`config.mk`:
```
export PLATFORM = sky130hd
export DESIGN_NAME = conv_maxpool
export DESIGN_NICKNAME = d
export VERILOG_FILES = /design/src/rtl/conv_pkg.sv /design/src/rtl/sync_fifo.sv /design/src/rtl/conv_maxpool.sv
export SDC_FILE = /design/constraint.sdc
export NUM_CORES = 1
export LEC_CHECK = 0
export ABC_AREA = 1
export BUFFER_PORTS_ARGS = -buffer_cell sky130_fd_sc_hd__clkbuf_2
export CAP_MARGIN = 20
export CORE_ASPECT_RATIO = 1.75
export CORE_MARGIN = 1.5
export CORE_UTILIZATION = 65
export DETAILED_ROUTE_END_ITERATION = 12
export PLACE_DENSITY = 0.86
export SYNTH_ARGS = -nofsm -noshare
export SYNTH_HDL_FRONTEND = slang
export SYNTH_HIERARCHICAL = 1
export SYNTH_SLANG_ARGS = --single-unit
export TNS_END_PERCENT = 20
```
`constraint.sdc`:
```
create_clock -name clk -period 5.8 [get_ports clk]
set_input_delay 0.58 -clock clk [delete_from_list [all_inputs] [get_ports clk]]
set_output_delay 0.58 -clock clk [all_outputs]
set_load 0.01 [all_outputs]
```
`src/rtl/conv_pkg.sv`:
```
// Shared definitions for the conv-result max-pooling block: default widths and FSM encoding.
package conv_pkg;

    localparam int DATA_W     = 8;
    localparam int FIFO_DEPTH = 4;

    typedef enum logic {
        IDLE = 1'b0,
        ACC  = 1'b1
    } state_t;

endpackage

```
`src/rtl/sync_fifo.sv`:
```
// Synchronous output FIFO carrying pooled data plus a row-end flag; supports push and pop together.
module sync_fifo #(
    parameter int DATA_W = 8,
    parameter int DEPTH  = 4
) (
    input  logic              clk,
    input  logic              rst,
    input  logic              push,
    input  logic [DATA_W-1:0] push_data,
    input  logic              push_last,
    input  logic              pop,
    output logic [DATA_W-1:0] head_data,
    output logic              head_last,
    output logic              full,
    output logic              empty
);

    localparam int AW = (DEPTH > 1) ? $clog2(DEPTH) : 1;
    localparam logic [AW:0] FULL_CNT = DEPTH[AW:0];

    logic [DATA_W:0]   mem [DEPTH];
    logic [AW-1:0]     wr_ptr;
    logic [AW-1:0]     rd_ptr;
    logic [AW:0]       count;
    logic [DATA_W:0]   hold;
    logic              do_push;
    logic              do_pop;

    assign empty   = (count == '0);
    assign full    = (count == FULL_CNT);
    assign do_pop  = pop && !empty;
    // A full FIFO still accepts a push when the head leaves on the same edge.
    assign do_push = push && (!full || do_pop);

    always_ff @(posedge clk) begin
        if (rst) begin
            wr_ptr <= '0;
            rd_ptr <= '0;
            count  <= '0;
            hold   <= '0;
        end else begin
            if (do_push) begin
                wr_ptr <= wr_ptr + 1'b1;
            end
            if (do_pop) begin
                rd_ptr <= rd_ptr + 1'b1;
                hold   <= mem[rd_ptr];
            end
            case ({do_push, do_pop})
                2'b10:   count <= count + 1'b1;
                2'b01:   count <= count - 1'b1;
                default: count <= count;
            endcase
        end
    end

    always_ff @(posedge clk) begin
        if (do_push) begin
            mem[wr_ptr] <= {push_last, push_data};
        end
    end

    // When empty, the output keeps presenting the most recently consumed entry.
    assign {head_last, head_data} = empty ? hold : mem[rd_ptr];

endmodule

```
`src/rtl/conv_maxpool.sv`:
```
// Thresholded activation followed by windowed max pooling into an output FIFO.
module conv_maxpool #(
    parameter int DATA_W     = conv_pkg::DATA_W,
    parameter int FIFO_DEPTH = conv_pkg::FIFO_DEPTH
) (
    input  logic              clk,
    input  logic              rst,
    input  logic [DATA_W-1:0] in_data,
    input  logic              in_valid,
    input  logic              in_last,
    input  logic [2:0]        pool_win,
    input  logic [DATA_W-1:0] thresh,
    output logic [DATA_W-1:0] out_data,
    output logic              out_valid,
    input  logic              out_ready,
    output logic              out_last,
    output logic              overflow
);

    import conv_pkg::*;

    function automatic logic [DATA_W-1:0] max_u(input logic [DATA_W-1:0] x,
                                                input logic [DATA_W-1:0] y);
        return (x > y) ? x : y;
    endfunction

    function automatic logic [DATA_W-1:0] act_floor(input logic [DATA_W-1:0] d,
                                                    input logic [DATA_W-1:0] t);
        return (d < t) ? '0 : d;
    endfunction

    state_t            state_q, state_d;
    logic [2:0]        cnt_q, cnt_d;
    logic [2:0]        cnt_inc;
    logic [DATA_W-1:0] max_q, max_d;
    logic [2:0]        win_q, win_d;
    logic [DATA_W-1:0] thr_q, thr_d;
    logic [2:0]        eff_win;
    logic [DATA_W-1:0] act;
    logic              push;
    logic              push_en;
    logic [DATA_W-1:0] push_data;
    logic              fifo_full;
    logic              fifo_empty;
    logic              overflow_q;

    // Window settings come live from the ports when opening, from the latched copies inside a window.
    always_comb begin
        state_d   = state_q;
        cnt_d     = cnt_q;
        max_d     = max_q;
        win_d     = win_q;
        thr_d     = thr_q;
        push      = 1'b0;
        eff_win   = (pool_win == 3'd0) ? 3'd1 : pool_win;
        cnt_inc   = cnt_q + 3'd1;
        act       = act_floor(in_data, (state_q == IDLE) ? thresh : thr_q);
        push_data = act;
        case (state_q)
            IDLE: begin
                if (in_valid) begin
                    win_d = eff_win;
                    thr_d = thresh;
                    max_d = act;
                    cnt_d = 3'd1;
                    if (eff_win == 3'd1 || in_last) begin
                        push = 1'b1;
                    end else begin
                        state_d = ACC;
                    end
                end
            end
            ACC: begin
                push_data = max_u(max_q, act);
                if (in_valid) begin
                    max_d = push_data;
                    cnt_d = cnt_inc;
                    if (cnt_inc == win_q || in_last) begin
                        push    = 1'b1;
                        state_d = IDLE;
                    end
                end
            end
            default: state_d = IDLE;
        endcase
    end

    // A strobe arriving together with reset is discarded.
    assign push_en = push && !rst;

    always_ff @(posedge clk) begin
        if (rst) begin
            state_q    <= IDLE;
            cnt_q      <= '0;
            max_q      <= '0;
            overflow_q <= 1'b0;
        end else begin
            state_q    <= state_d;
            cnt_q      <= cnt_d;
            max_q      <= max_d;
            overflow_q <= overflow_q | (push && fifo_full && !out_ready);
        end
    end

    always_ff @(posedge clk) begin
        win_q <= win_d;
        thr_q <= thr_d;
    end

    sync_fifo #(
        .DATA_W (DATA_W),
        .DEPTH  (FIFO_DEPTH)
    ) u_fifo (
        .clk       (clk),
        .rst       (rst),
        .push      (push_en),
        .push_data (push_data),
        .push_last (in_last),
        .pop       (out_ready),
        .head_data (out_data),
        .head_last (out_last),
        .full      (fifo_full),
        .empty     (fifo_empty)
    );

    assign out_valid = !fifo_empty;
    assign overflow  = overflow_q;

endmodule

```
======== Yosys cells after proc, flatten, opt, wreduce, memory -nomap -nowiden ========
Memory sizes are Yosys's and may differ from the RTL's. A register that Yosys moved wholly into a read port is not among the register bits.
Index checks and enable logic that the tools add are counted.
storage, ports and cells
  bits in registers ....................... 40
  memory bits (writable) .................. 36
  input bits .............................. 24
  output and inout port bits .............. 11
  word-level logic and storage cells ...... 71
  memories ................................ 1
memories
  memory      words  width  rd ports  clocked after Yosys merged registers in  write ports  RTL line         source
  u_fifo.mem  4      9      1         1                                        1            sync_fifo.sv:21  logic [DATA_W:0] mem [DEPTH];
cells by class
  add/sub/neg operators ................... 5
  order comparisons ....................... 2
  equal/unequal tests ..................... 7
  multiplexer cells ....................... 27
  bitwise logic cells ..................... 2
  reductions and logical operators ........ 17
operators by type and width
  cell                                                  count
  two-way mux 8 bit                                     6
  one-hot mux 8 bit (2 select lines)                    1
  one-hot mux 3 bit (2 select lines)                    2
  two-way mux 1 bit                                     10
  two-way mux 3 bit                                     3
  two-way mux 9 bit                                     1
  greater-than comparator 8 bit                         1
  less-than comparator 8 bit                            1
  adder 3 x 1 -> 3 bit (second input constant)          2
  logical NOT 3 bit                                     2
  logical AND 1 bit                                     5
  adder 2 x 1 -> 2 bit (second input constant)          2
  logical NOT 1 bit                                     4
  two-way mux 2 bit                                     2
  != test 2 bit (second input constant)                 2
  one-hot mux 1 bit (2 select lines)                    2
  AND reduction 2 bit                                   2
  equality test 3 x 1 -> 1 bit (second input constant)  1
  equality test 3 bit                                   1
  equality test 3 bit (second input constant)           1
  logical OR 1 bit                                      3
  subtractor 3 x 1 -> 3 bit (second input constant)     1
  equality test 2 x 1 -> 1 bit (second input constant)  1
  equality test 2 bit (second input constant)           1
  other kinds (3)                                       3

======== Longest topological paths before layout ========
  depth after elaboration ................. 11
  gate-level depth with buffers ........... 23
  gate-level depth less buffers ........... 22

======== By module ========
Netlist, hierarchy kept.
modules (own cells, without submodules)
  module        times used  cells each  area an instance (um^2)  seq. area each (um^2)
  sync_fifo     1           299         2736.4                   1441.4
  conv_maxpool  1           199         1607.8                   590.6

======== Worst setup path after synthesis ========
OpenSTA, ideal clock, no wires.
  path kind ............................... input to register
  from .................................... in thresh[5]
  to ...................................... mem u_fifo/mem[0][1] (netlist bit), data pin
  library setup time ...................... 0.267 ns
  arrival ................................. 2.798 ns
  required time ........................... 5.533 ns
  setup slack ............................. 2.735 ns
  stages .................................. 15
  path buffers ............................ 1
  path through ............................ mux2i_1 > ha_1 > a21oi_1 > nor2_1 > a211oi_1 > nand2_4 > buf_12 > nand2_1 > ha_1 > nand2_1 > nor3_2 > a31oi_2 > nand2_2 > nand3_1 > nand2_1
on the way
  word-level cells in the longest chain between the ends .. 6
RTL lines
  element                         RTL line            source
  start, declared                 conv_maxpool.sv:12  input logic [DATA_W-1:0] thresh,
  two-way mux 8 bit (*)           conv_maxpool.sv:57  act = act_floor(in_data, (state_q == IDLE) ? thresh : thr_q);
  less-than comparator 8 bit (*)  conv_maxpool.sv:29  return (d < t) ? '0 : d;
  two-way mux 8 bit (*)           conv_maxpool.sv:29
  greater-than comparator 8 bit   conv_maxpool.sv:24  return (x > y) ? x : y;
  two-way mux 8 bit               conv_maxpool.sv:24
  two-way mux 8 bit (*)           conv_maxpool.sv:59  case (state_q)
  end, declared                   sync_fifo.sv:21
Mark *: on every way between the ends. The rest lies on a longest branch, timed or not.

======== Final worst setup path ========
  from .................................... reg state_q
  to ...................................... mem u_fifo/mem[0][4] (netlist bit), data pin
on the way
  word-level cells in the longest chain between the ends .. 6
RTL lines
  element                        RTL line            source
  start, declared                conv_maxpool.sv:32  state_t state_q, state_d;
  start signal, assigned         conv_maxpool.sv:98  state_q <= state_d;
  two-way mux 8 bit              conv_maxpool.sv:57
  less-than comparator 8 bit     conv_maxpool.sv:29
  two-way mux 8 bit              conv_maxpool.sv:29
  greater-than comparator 8 bit  conv_maxpool.sv:24
  two-way mux 8 bit              conv_maxpool.sv:24
  two-way mux 8 bit (*)          conv_maxpool.sv:59
Marked as above.

==> reports/qor.yml <==
run_status:
  outcome: "finished clean"
yosys:
  synth_area_um2: 4340
  seq_area_frac_synth_pct: 46.8
  yosysWarnings: 6
  synth-compound-area-share_pct: 3.46
  synth_top_family_by_area: "simple AND/OR/NAND/NOR gates"
  synthCells: 498
  synthMuxAreaShare_pct: 1.61
  synth-simple-area-share_pct: 29.6
  synth_area_per_cell_um2: 8.72
  ys_seq_elements: 78
  synth_xor_area_share_pct: 0.806
  synth_nets: 544
  synthDistinctLibCells: 35
  synthAdderAreaFrac_pct: 6.51
critical_path:
  crit_path_end_kind: "register"
  reg2reg_depth: 14
  cp_max_fo: 16
  start_kind: "register"
  crit_type: "register to register"
  crit_arrival_ps: 3790
  critical_path_required_ps: 5860
grt:
  overflow: 0
  grt_antenna_before_repair: 0
  grt_pass1_vias: 3307
  grt_max_degree: 23
  gr-usage-all-layers_pct: 24.1
  grt_pass1_wl_um: 13500
timing:
  finalSetupViolations: 0
  rsz0062_at_grt: "false"
  hold_ws_ps: 439
  finalMaxSlewViolations: 0
  relSlewSlack_pct: 38.3
  tightest_slew_ps: 922
  report.final.hold_viol_count: 0
  fin_crit_sh_pct: 64.4
  period_needed_ps: 3730
  max_clock_freq_ghz: 0.268
  fin_tns_setup_ps: 0
  skew_ps: 3.98
pwr:
  total_power_w: 0.00185
  peakVddDrop_mv: 0.340
  p_per_area_nw_per_um2: 386
  p_leak_nw: 2.33
hold_path:
  hp-class: "input port to register"
  whs_path_depth: 1
cells_and_area:
  fillCellCount: 446
  drive_gt1_share_pct: 21.0
  nNetsFinal: 574
  stdcell_area_um2: 4790
  syn_to_final_growth_pct: 10.2
  diodes: 0
  finalNonFillerCells: 615
floorplanning:
  dieWidth_um: 64.8
  rows: 39
  start_util_pct: 66.9
  die_height_um: 111
  io_pins: 35
  die_area_um2: 7200
  core-area_um2: 6490
detailed_routing:
  highest_layer: "met4"
  drtIter0Drc: 138
  wl_met1_um: 2750
  dr_wl_met2_um: 4670
  drtPass1Iterations: 5
  num_vias: 3208
  wl_met3_um: 389
  wirelength_um: 8040
  wire_per_inst_um: 13.1
  drt_drc_violations_left: 0
  drtAntennaViolNets: 0
  viasPerCell: 5.22
clock_network:
  ctsResizeCount: 0
  h-tree-depth: 3
  postCtsHoldBufs: 0
  cts_tree: "done"
  clkTransAtPathRegs_ps: 60
  cts_setup_buffers: 0
  root_buffer: "clkbuf_16"
  clock_path_buffers: 2
  insertion_delay_ps: 330
  tritoncts.num_buffers: 9
  cts.sinks: 78
placed_design:
  port_buffers: 34
  dp_hpwl_um: 5860
  place.gp.congestion: 0.858
  dpl.cell_count: 599
  placement.cell_area_um2: 4470
job:
  maxCapViolations: 0
## registers in the layout, indices dropped and copies added (netlist names), 2 cells and up, named ones only
register       flops
u_fifo/count       3
u_fifo/wr_ptr      2
max_q              8
u_fifo/hold        9
thr_q              8
u_fifo/mem        36
u_fifo/rd_ptr      2
cnt_q              3
win_q              3
## cell type report
type | instances | area [um2] | area share (%)
timing repair buffer | 34 | 170 | 3.55
inverter | 89 | 347 | 7.24
multi-input combinational | 316 | 1820 | 38.1
clock inverter | 6 | 85.1 | 1.78
clock buffer | 10 | 229 | 4.78
sequential | 78 | 2030 | 42.4
tap | 82 | 103 | 2.14
## report_power, final
group / total [W] / switching, W / internal [W] / leakage [nW]
Sequential: 0.000701 / 0.0000509 / 0.000650 / 0.692
Clock: 0.000586 / 0.000210 / 0.000376 / 0.151
Combinational: 0.000560 / 0.000362 / 0.000198 / 1.49
## layer usage
metal | up-vias | track usage, %
met5 | - | 0
met4 | 0 | 13.9
met3 | 28 | 5.48
met2 | 123 | 47.0
met1 | 1437 | 21.0
li1 | 1620 | -
## through the flow
step                util [%]  setup slack [ps]
finish                  73.8              2070
global route            73.8              1880
CTS                     73.8              2090
detailed placement      68.9              2210
global placement        68.9              2320
floorplan                  -              2740
## kinds of logic (layout without fill, tap and decap cells)
group           Yosys count  count (layout)
compound gates           26              26
simple gates            257             257
fa+ha+maj                22              22
xor+xnor                  4               4
buf+inv                 104             139
mux                       7               7
flops                    78              78
## worst paths after layout
| kind | from | to | slack (ps) |
|---|---|---|---|
| hold reg to reg | overflow$_SDFF_PP0_ | overflow$_SDFF_PP0_ | 460 |
| setup reg to reg | state_q$_SDFF_PP0_ | u_fifo/mem[0][4]$_DFFE_PP_ | 2070 |
| hold / removal | thresh[0] | thr_q[0]$_DFFE_PP_ | 440 |
| setup / recovery | state_q$_SDFF_PP0_ | u_fifo/mem[0][4]$_DFFE_PP_ | 2070 |
## worst max-delay path, cell delays in order, from the launching register on
cell      delay, ps
dfxtp_1         680
mux2i_1         280
ha_1            270
a21oi_1         150
nor2_1           50
a211oi_1        320
nand2_4         200
nand2_1         110
ha_1            240
nand2_1         130
nor3_2           60
a31oi_2         390
nand2_2         250
nand3_1         200
nand2_1         130
## cell usage after synthesis, drive strengths merged
| master | count | area share, % |
|---|---|---|
| nand2 | 154 | 16 |
| inv | 87 | 7.7 |
| nand3 | 51 | 7.7 |
| nor2 | 49 | 5.2 |
| edfxtp | 47 | 32 |
| dfxtp | 31 | 14 |
| ha | 21 | 6.0 |
| a21oi | 16 | 1.9 |
| buf | 11 | 2.7 |
| mux2i | 7 | 1.6 |
| o21ai | 6 | 0.69 |
| clkbuf | 4 | 0.58 |
| clkinv | 2 | 0.29 |
| nor3 | 2 | 0.35 |
| xnor2 | 2 | 0.40 |
| xor2 | 2 | 0.40 |
| a211oi | 1 | 0.17 |
| a2bb2oi | 1 | 0.20 |
| a31oi | 1 | 0.29 |
| and3 | 1 | 0.14 |
| fa | 1 | 0.46 |
| o21bai | 1 | 0.17 |
## placed cells by master (no fill, tap or decap), types with 2 or more instances in the layout
master     Yosys  routed
mux2i_1        7       7
a21oi_1       15      15
nor2_2        17      17
nand2_4       12      12
xnor2_1        2       2
clkinv_1       1       2
ha_1          21      21
clkbuf_16      0       9
xor2_1         2       2
nand2_2       13      13
bufinv_16      0       2
clkbuf_2       0      34
inv_1         85      85
nand3_2       16      16
dfxtp_1       31      31
nor2_1        32      32
edfxtp_1      47      47
o21ai_0        6       6
nand2_1      129     129
nand3_1       35      35
Power figures use the tool's default switching activity.
